File: src/rtl/mul_pkg.sv
// Shared definitions for the Booth multiplier sequencer slice.
package mul_pkg;

  localparam int DEF_WIDTH = 32;
  localparam int DEF_STEPS = DEF_WIDTH / 2;
  localparam int IDX_W     = $clog2(DEF_WIDTH);

  typedef enum logic [2:0] {
    S_IDLE,
    S_CLEAR,
    S_STEP,
    S_CAPTURE,
    S_DONE
  } state_t;

endpackage

File: src/rtl/mul_hilo_sequencer_hilo_regs.sv
// Architectural HI/LO pair: multiply capture has priority over bus writes.
module hilo_regs #(
  parameter int WIDTH = 32
) (
  input  logic             clk,
  input  logic             clr,
  input  logic             cap_en,
  input  logic             bus_en,
  input  logic             hi_we,
  input  logic             lo_we,
  input  logic [WIDTH-1:0] hi_in,
  input  logic [WIDTH-1:0] lo_in,
  input  logic [WIDTH-1:0] cap_hi,
  input  logic [WIDTH-1:0] cap_lo,
  output logic [WIDTH-1:0] hi_out,
  output logic [WIDTH-1:0] lo_out
);

  // Capture wins; bus writes land only while the sequencer permits them.
  always_ff @(posedge clk) begin
    if (clr) begin
      hi_out <= '0;
      lo_out <= '0;
    end else if (cap_en) begin
      hi_out <= cap_hi;
      lo_out <= cap_lo;
    end else if (bus_en) begin
      if (hi_we) hi_out <= hi_in;
      if (lo_we) lo_out <= lo_in;
    end
  end

endmodule

File: src/rtl/mul_hilo_sequencer.sv
// Control and writeback sequencer for the radix-4 Booth multiplier datapath.
module mul_hilo_sequencer
  import mul_pkg::*;
#(
  parameter int WIDTH = DEF_WIDTH,
  parameter int STEPS = WIDTH / 2
) (
  input  logic                     clk,
  input  logic                     clr,
  input  logic                     start,
  input  logic [WIDTH-1:0]         op_a,
  input  logic [WIDTH-1:0]         op_b,
  input  logic [WIDTH-1:0]         hi_in,
  input  logic [WIDTH-1:0]         lo_in,
  input  logic                     hi_we,
  input  logic                     lo_we,
  input  logic [WIDTH-1:0]         mul_hi,
  input  logic [WIDTH-1:0]         mul_lo,
  output logic [WIDTH-1:0]         mul_a,
  output logic [WIDTH-1:0]         mul_b,
  output logic                     mul_clear,
  output logic                     mul_step,
  output logic [$clog2(WIDTH)-1:0] mul_idx,
  output logic [WIDTH-1:0]         hi_out,
  output logic [WIDTH-1:0]         lo_out,
  output logic                     busy,
  output logic                     stall,
  output logic                     done
);

  localparam int CW = $clog2(WIDTH) - 1;
  localparam logic [CW-1:0] LAST_STEP = CW'(STEPS - 1);

  state_t        state, state_n;
  logic [CW-1:0] step_cnt;
  logic          accept;
  logic          last_step;
  logic          capture;
  logic          bus_en;

  // Bit-pair index is the step count doubled, so it is held whenever the count is.
  assign mul_idx   = {step_cnt, 1'b0};
  assign last_step = (step_cnt == LAST_STEP);

  // State, step counter and operand latches.
  always_ff @(posedge clk) begin
    if (clr) begin
      state    <= S_IDLE;
      step_cnt <= '0;
      mul_a    <= '0;
      mul_b    <= '0;
    end else begin
      state <= state_n;
      if (accept) begin
        mul_a    <= op_a;
        mul_b    <= op_b;
        step_cnt <= '0;
      end else if (state == S_STEP && !last_step) begin
        step_cnt <= step_cnt + 1'b1;
      end
    end
  end

  // Next-state and per-state control outputs.
  always_comb begin
    state_n   = state;
    accept    = 1'b0;
    mul_clear = 1'b0;
    mul_step  = 1'b0;
    busy      = 1'b0;
    done      = 1'b0;
    capture   = 1'b0;
    bus_en    = 1'b0;
    case (state)
      S_IDLE: begin
        bus_en = 1'b1;
        if (start) begin
          accept  = 1'b1;
          state_n = S_CLEAR;
        end
      end
      S_CLEAR: begin
        busy      = 1'b1;
        mul_clear = 1'b1;
        state_n   = S_STEP;
      end
      S_STEP: begin
        busy     = 1'b1;
        mul_step = 1'b1;
        if (last_step) state_n = S_CAPTURE;
      end
      S_CAPTURE: begin
        busy    = 1'b1;
        capture = 1'b1;
        state_n = S_DONE;
      end
      S_DONE: begin
        done    = 1'b1;
        bus_en  = 1'b1;
        state_n = S_IDLE;
      end
      default: state_n = S_IDLE;
    endcase
    stall = busy | accept;
  end

  hilo_regs #(.WIDTH(WIDTH)) u_hilo (
    .clk    (clk),
    .clr    (clr),
    .cap_en (capture),
    .bus_en (bus_en),
    .hi_we  (hi_we),
    .lo_we  (lo_we),
    .hi_in  (hi_in),
    .lo_in  (lo_in),
    .cap_hi (mul_hi),
    .cap_lo (mul_lo),
    .hi_out (hi_out),
    .lo_out (lo_out)
  );

endmodule
File: config.mk
export PLATFORM = sky130hd
export DESIGN_NAME = mul_hilo_sequencer
export DESIGN_NICKNAME = d
export VERILOG_FILES = /design/src/rtl/mul_pkg.sv /design/src/rtl/mul_hilo_sequencer_hilo_regs.sv /design/src/rtl/mul_hilo_sequencer.sv
export SDC_FILE = /design/constraint.sdc
export NUM_CORES = 1
export LEC_CHECK = 0
export ABC_AREA = 1
export CORE_MARGIN = 3
export CORE_UTILIZATION = 35
export CTS_CLUSTER_SIZE = 30
export DETAILED_ROUTE_END_ITERATION = 12
export PLACE_DENSITY = 0.74
export SETUP_SLACK_MARGIN = 0.1
export SLEW_MARGIN = 20
export SYNTH_ARGS = -nofsm -noshare
export SYNTH_HDL_FRONTEND = slang
export SYNTH_SLANG_ARGS = --single-unit
File: constraint.sdc
create_clock -name clk -period 1.6 [get_ports clk]
set_input_delay 0.32 -clock clk [delete_from_list [all_inputs] [get_ports clk]]
set_output_delay 0.32 -clock clk [all_outputs]
set_load 0.005 [all_outputs]
==> key figures, run 1 <==
Synth
  • Syn Area/Cell: around 7.2 um2
  • Synth Warn #: 0
  • Leading area contributor after synthesis: dfxtp_1
  • Synth top area share: 0.4465
  • Netlist Area Pre-Place: 6053 um2
  • Synth Register Bits: between 100 and 150
  • Leading post-synthesis cells by cell area: dfxtp_1 (45%), nand2_1 (13%), a21oi_1 (11%)
  • Synth cell types: 22
  • Synth Net Count: between 1,000 and 1,500
  • Mapped Cells: between 800 and 900
  • Post-synthesis sequential area ratio: 0.4465

Worst setup path
  • CP Capture Point: busy
  • Crit Path Class: reg2out
  • Critical R2R Launch: state[0]
  • Worst path max stage delay: about 0.36 ns
  • Crit Reg-Reg Endpoint: u_hilo.lo_out[20]
  • Reg2reg setup slack: about 0.1 ns
  • Crit. Startpoint: state[0]
  • Crit end category: output port
  • Worst setup SP type: register
  • Worst R2R Path Depth: 8
  • CP arrival: around 1.3 ns
  • CP cell instances: buf_12 > nor2_8 > buf_4 > nor2_1 > buf_2
  • CP required: 1.28 ns
  • Critical Path Fanout Max: 4
  • Slowest library cell on the worst path: dfxtp_4

Clock tree
  • Clock transition at path regs: 0.06 ns
  • Root buffer cell: clkbuf_16
  • Clock buffer depth: 2
  • CTS tree: done
  • Clock Latency Late Sink: around 0.42 ns
  • Sink Count: 135
  • Num CTS Buffers: 17
  • H-Tree Depth: 4

Timing
  • Tcrit/Tclk final: 1.013
  • Final Max Tran Viols: 0
  • Post-route minimum period: about 1.6 ns
  • RSZ-0062 raised after global routing: true
  • Final Skew: 0.01114 ns
  • Setup Viol. Count Final: 2
  • Final WS setup: -0.02119 ns
  • Max Freq: 616.8 MHz
  • Hold Fails Final Rpt: 0

Finish
  • Area of the multi-input gates: 2754 um2
  • Most common cell after layout, fill and taps aside: nand2_1
  • Number of nets in the layout: about 1,400
  • FF+latch area: 2716 um2
  • Synthesis-to-finish area growth: 74.20%
  • Filler Cells Inserted: about 1,600
  • Proportion of layout cells with a drive suffix above 1: 0.1052
  • Most frequent cells in the layout: nand2_1 (200), clkdlybuf4s50_1 (195), dlygate4sd2_1 (131)

Placed design
  • DP HPWL: 15.38 mm
  • PortBufs: approximately 330
  • Pre-CTS setup slack: -0.2392 ns
  • Placer Congestion: a little under 0.8

Floorplanning
  • Die Y: between 100 and 150 um
  • Starting Density: 0.3612
  • Placeable core area: ~17,000 um2
  • Row Count: 47
  • Die width: 137.5 um
  • DIE AREA: about 19,000 um2
  • # IOs: 335

Detailed routing
  • Drt pass-1 iters: 5
  • Vias: 7,107
  • Avg Vias per Cell: 5.076
  • DRT Wirelength: between 20 and 25 mm
  • Post-route ant nets: 0
  • Wirelength per Cell: roughly 17 um
  • Detailed Route Iter0 Violations: between 400 and 500
  • DRC: 0

Power and ir drop
  • P_leak: 4.805 nW
  • Tot Pwr: between 10 and 15 mW
  • P per Cell Area: ~950 nW/um2
  • Max VDD drop: slightly above 0.7 mV

GRT
  • Largest net degree at the start of global routing: 95
  • Congestion Overflow GR: 0
  • Number of global-route vias before repair: between 6,000 and 7,000
  • Initial antenna violation count: 2
  • GRT Total Usage: 0.2180
  • First-pass GRT wire length: between 30 and 40 mm

Hold path
  • HP Class: in2reg
  • Hold path cells: 4

Run status
  • Status: finished, violations left
  • Failing checks: negative setup slack

Job
  • Max Cap Violations: 0
cells in the mapped netlist:
| cell | number |
|---|---|
| o21a_1 | 1 |
| nand4_1 | 65 |
| inv_2 | 2 |
| o211ai_1 | 1 |
| nor2_1 | 6 |
| dfxtp_1 | 135 |
| conb_1 | 1 |
| inv_1 | 68 |
| nand3_2 | 2 |
| nor3_1 | 1 |
| clkbuf_1 | 29 |
| nand3_1 | 67 |
| buf_6 | 11 |
| buf_4 | 14 |
| a21oi_1 | 132 |
| nand2_2 | 4 |
| o21ai_1 | 65 |
| buf_2 | 24 |
| xor2_1 | 1 |
| nor2_8 | 1 |
| nand2_1 | 205 |
| ha_1 | 1 |
repair_timing:
action | 4_1_cts | 5_1_grt
resized for setup | 175 | 33
setup endpoints to repair | 152 | 80
hold buffers | 0 | 0
cloned | 1 | 11
pin swaps | 4 | 7
setup buffers | 4 | 7
per-stage QoR:
step / hold slack [ns] / util / area, um2 / instances / setup TNS [ns]
2_1_floorplan: 0.4404 / - / 6053 / 836 / 0
3_3_place_gp: 0.4295 / 0.5728 / 9599 / 1347 / -4.288
3_5_place_dp: 0.4346 / 0.5728 / 9599 / 1347 / -4.851
4_1_cts: 0.2633 / 0.6015 / 10080 / 1382 / -0.01653
5_1_grt: 0.2940 / 0.6292 / 10550 / 1400 / -0.1571
6_report: 0.2724 / 0.6292 / 10550 / 1400 / -0.02386
report_power, final:
group          leakage (nW)  switching [mW]  internal, mW
clock network         0.251            1.52          2.05
registers              1.12           0.165          3.70
logic                  3.44            1.21          1.36
worst min path at each step:
stage / start / to
3_5_place_dp: mul_b[10] / mul_b[10]
4_1_cts: clr / mul_a[19]
2_1_floorplan: mul_a[0] / mul_a[0]
3_3_place_gp: mul_a[27] / mul_a[27]
6_report: clr / mul_a[20]
5_1_grt: clr / mul_a[20]
worst max-delay path: cells and delay by family (launching register included):
kind,cells,cell delay [ns]
flip-flops,1,0.36
buffers and inverters,3,0.37
AND/OR/NAND/NOR,2,0.17
final cells by class:
class,instances,area share
Inverter,70,0.02539
Clock buffer,20,0.04331
Multi-Input combinational cell,554,0.2612
Sequential cell,135,0.2576
Tap cell,220,0.02610
Clock inverter,10,0.007119
Antenna cell,1,0.0002373
Timing Repair Buffer,390,0.3791
kinds of logic (layout without fill, tap and decap cells):
kind of cell / Yosys count / count (layout) / share of synthesized area
AOI/OAI and AO/OA: 199 / 199 / 0.1654
buffers and inverters: 148 / 490 / 0.1191
other: 1 / 2 / 0.0006195
DFF: 135 / 135 / 0.4465
adders and majority gates: 1 / 1 / 0.002067
and+or+nand+nor: 351 / 352 / 0.2650
xor gates and xnor gates: 1 / 1 / 0.001447
flip-flops by register name, summed over array words and instances (netlist names):
signal	cells
u_hilo.lo_out	32
mul_a	32
mul_b	32
state	3
u_hilo.hi_out	32
step_cnt	4
metal layers:
layer / global-route usage / wire (um) / vias to the layer above
li1: - / - / 3478
met1: 0.2371 / 8701 / 3259
met2: 0.3669 / 11520 / 323
met3: 0.1070 / 2817 / 45
met4: 0.07871 / 592 / 2
met5: 0 / 7 / -
Note: power is estimated with default switching activity, not from simulation.
==> run 2, diff against run 1 <==
--- a/config.mk
+++ b/config.mk
@@ -7,10 +7,10 @@
 export LEC_CHECK = 0
 export ABC_AREA = 1
 export CORE_MARGIN = 3
-export CORE_UTILIZATION = 35
+export CORE_UTILIZATION = 39
 export CTS_CLUSTER_SIZE = 30
 export DETAILED_ROUTE_END_ITERATION = 12
-export PLACE_DENSITY = 0.74
+export PLACE_DENSITY = 0.83
 export SETUP_SLACK_MARGIN = 0.1
 export SLEW_MARGIN = 20
 export SYNTH_ARGS = -nofsm -noshare
==> run 2 against run 1 <==
  * The run still ends with negative setup slack left
  * Core utilization grew 7.2 points
  * Via count up 0.34%
  * Cell count down 2.6%
  * Clock power is 7.6% higher
  * Count of clock-buffer cells in the layout is 2 lower
  * Worst hold slack improved by 0.14 ns
  * Combinational power down 2%
  * Sequential power barely moved
  * Highest routed layer is now met4
==> key figures, run 2 (synthesis gave the netlist of run 1 again) <==
Worst setup path
  • Family with the most delay on the worst path: flip-flops (was buffers and inverters)
  • Crit Path Class: reg2out (unchanged)
  • Crit end category: output port (unchanged)
  • Slowest library cell on the worst path: dfxtp_4 (unchanged)
  • CP required: 1.28 ns (about the same)
  • WP buf/inv: 2 (was 3)
  • Critical Path Fanout Max: 4 (unchanged)
  • CP cell instances: buf_12 > nor2_8 > nand3_4 > o21ai_2 > buf_2 (was buf_12 > nor2_8 > buf_4 > nor2_1 > buf_2)
  • Crit. Startpoint: state[0] (unchanged)
  • Worst setup SP type: register (unchanged)
  • CP arrival: 1.31 ns (was 1.30 ns)
  • Worst path max stage delay: 0.36 ns (about the same)
  • Critical R2R Launch: state[0] (unchanged)

Placed design
  • Placer Congestion: 0.8897 (was 0.7888)
  • Pre-CTS setup slack: -0.2811 ns (was -0.2392 ns)
  • DP HPWL: 15.32 mm (was 15.38 mm)
  • PortBufs: 333 (unchanged)

Timing
  • Final WS setup: -0.03143 ns (was -0.02119 ns)
  • Tcrit/Tclk final: 1.020 (was 1.013)
  • Max Freq: 613.0 MHz (was 616.8 MHz)
  • Setup Viol. Count Final: 1 (was 2)
  • Hold Fails Final Rpt: 0 (unchanged)
  • RSZ-0062 raised after global routing: true (unchanged)
  • Final Skew: 0.009455 ns (was 0.01114 ns)
  • Post-route minimum period: 1.631 ns (was 1.621 ns)
  • Final Max Tran Viols: 0 (unchanged)

Finish
  • Most frequent cells in the layout: nand2_1 (204), clkdlybuf4s50_1 (195), dlygate4sd2_1 (132) (was nand2_1 (200), clkdlybuf4s50_1 (195), dlygate4sd2_1 (131))
  • Filler Cells Inserted: 1,243 (was 1,553)
  • Synthesis-to-finish area growth: 72.24% (was 74.20%)
  • Most common cell after layout, fill and taps aside: nand2_1 (unchanged)
  • Proportion of layout cells with a drive suffix above 1: 0.1078 (was 0.1052)
  • Number of nets in the layout: 1,363 (was 1,366)

Power and ir drop
  • P_leak: 4.773 nW (was 4.805 nW)
  • P per Cell Area: 982.8 nW/um2 (was 949.2 nW/um2)
  • Tot Pwr: 10.25 mW (was 10.01 mW)
  • Max VDD drop: 0.6590 mV (was 0.7103 mV)

Clock tree
  • Clock Latency Late Sink: 0.41 ns (was 0.42 ns)
  • CTS tree: done (unchanged)
  • Root buffer cell: clkbuf_16 (unchanged)
  • Sink Count: 135 (unchanged)
  • H-Tree Depth: 4 (unchanged)
  • Num CTS Buffers: 17 (unchanged)
  • Clock transition at path regs: 0.06 ns (about the same)
  • Clock buffer depth: 2 (unchanged)

Run status
  • Failing checks: negative setup slack (unchanged)
  • Status: finished, violations left (unchanged)

Floorplanning
  • Placeable core area: 14,860 um2 (was 16,760 um2)
  • # IOs: 335 (unchanged)
  • Row Count: 44 (was 47)
  • Die Y: 130.6 um (was 137.5 um)
  • Starting Density: 0.4072 (was 0.3612)
  • DIE AREA: 17,050 um2 (was 18,910 um2)
  • Die width: 130.6 um (was 137.5 um)

Job
  • Max Cap Violations: 0 (unchanged)

Detailed routing
  • DRT Wirelength: 22.74 mm (was 23.63 mm)
  • Vias: 7,131 (was 7,107)
  • Wirelength per Cell: 16.67 um (was 16.88 um)
  • Post-route ant nets: 0 (unchanged)
  • Drt pass-1 iters: 7 (was 5)
  • Avg Vias per Cell: 5.228 (was 5.076)
  • Detailed Route Iter0 Violations: 392 (was 413)
  • DRC: 0 (unchanged)

GRT
  • Met2 Usage GRT: 0.3873 (was 0.3669)
  • First-pass GRT wire length: 31.80 mm (was 32.26 mm)
  • Largest net degree at the start of global routing: 78 (was 95)
  • Met3 GRT Util: 0.09919 (was 0.1070)
  • Number of global-route vias before repair: 6,188 (was 6,235)
  • Congestion Overflow GR: 0 (unchanged)
  • GR peak layer: met2 (unchanged)
  • Initial antenna violation count: 1 (was 2)
  • GRT met1 Usage: 0.2646 (was 0.2371)
  • GRT Total Usage: 0.2367 (was 0.2180)

Hold path
  • HP Class: in2reg (unchanged)
  • Start point of the worst min-delay path: clr (unchanged)
## run 2: cell types whose count changed in the layout (fill, tap and decap cells not counted), sizes merged
cell           previous run  this run
bufinv                    0         2
diode                     1         2
clkbuf                   29        24
clkinvlp                  4         2
dlygate4sd2             131       132
clkinv                    4         8
clkdlybuf4s15             1         0
## run 2: area by class of cell
| type | count | area (um2) | area share |
|---|---|---|---|
| sequential | 135 | 2718 | 0.2607 |
| multi-input combinational | 554 | 2758 | 0.2645 |
| inverter | 70 | 265.3 | 0.02544 |
| tap | 184 | 230.2 | 0.02208 |
| clock buffer | 18 | 429.2 | 0.04116 |
| timing repair buffer | 387 | 3870 | 0.3712 |
| clock inverter | 14 | 151.4 | 0.01452 |
| antenna | 2 | 5.005 | 0.0004800 |
## run 2: timing repair
item | CTS | global route
pin swaps | 2 | 3
hold buffers | 0 | 0
setup endpoints to repair | 190 | 119
gates cloned | 1 | 7
setup buffers | 8 | 7
resized for setup | 166 | 43
## run 2: report_power, final
group	total, mW	internal, mW	switching [mW]	leakage [nW]
clock	3.84	2.30	1.53	0.281
combinational	2.53	1.34	1.20	3.38
sequential	3.88	3.70	0.171	1.12
## run 2: per-stage QoR
step	hold WS, ns	instances	TNS, ns	cell area, um2	utilization
finish	0.4153	1364	-0.03143	10430	0.7014
global route	0.4227	1363	-0.1238	10420	0.7013
CTS	0.3903	1349	-0.07902	10040	0.6755
detailed placement	0.4346	1308	-8.524	9519	0.6404
global placement	0.4305	1308	-6.414	9519	0.6404
floorplan	0.4404	836	0	6053	-
## run 2: worst paths after layout
check	endpoint	slack [ns]	cells past startpoint
worst max-delay path	stall	-0.03	5
worst min-delay path	u_hilo.lo_out[6]	0.42	3
worst max register to register	mul_b[28]	0.13	7
worst min register to register	mul_b[11]	0.44	2
## run 2: routing by layer
layer	share of wire	wire, um
met4	0.034	777
met1	0.36	8246
met2	0.49	11070
met5	0	0
met3	0.12	2644
## run 2: worst register-to-register path, cell delays in order (launching register included)
cell and delay, ns:
dfxtp_4 0.36, buf_12 0.13, nor2_8 0.14, nand3_4 0.09
buf_4 0.22, buf_16 0.20, o21ai_1 0.17, a21oi_1 0.05
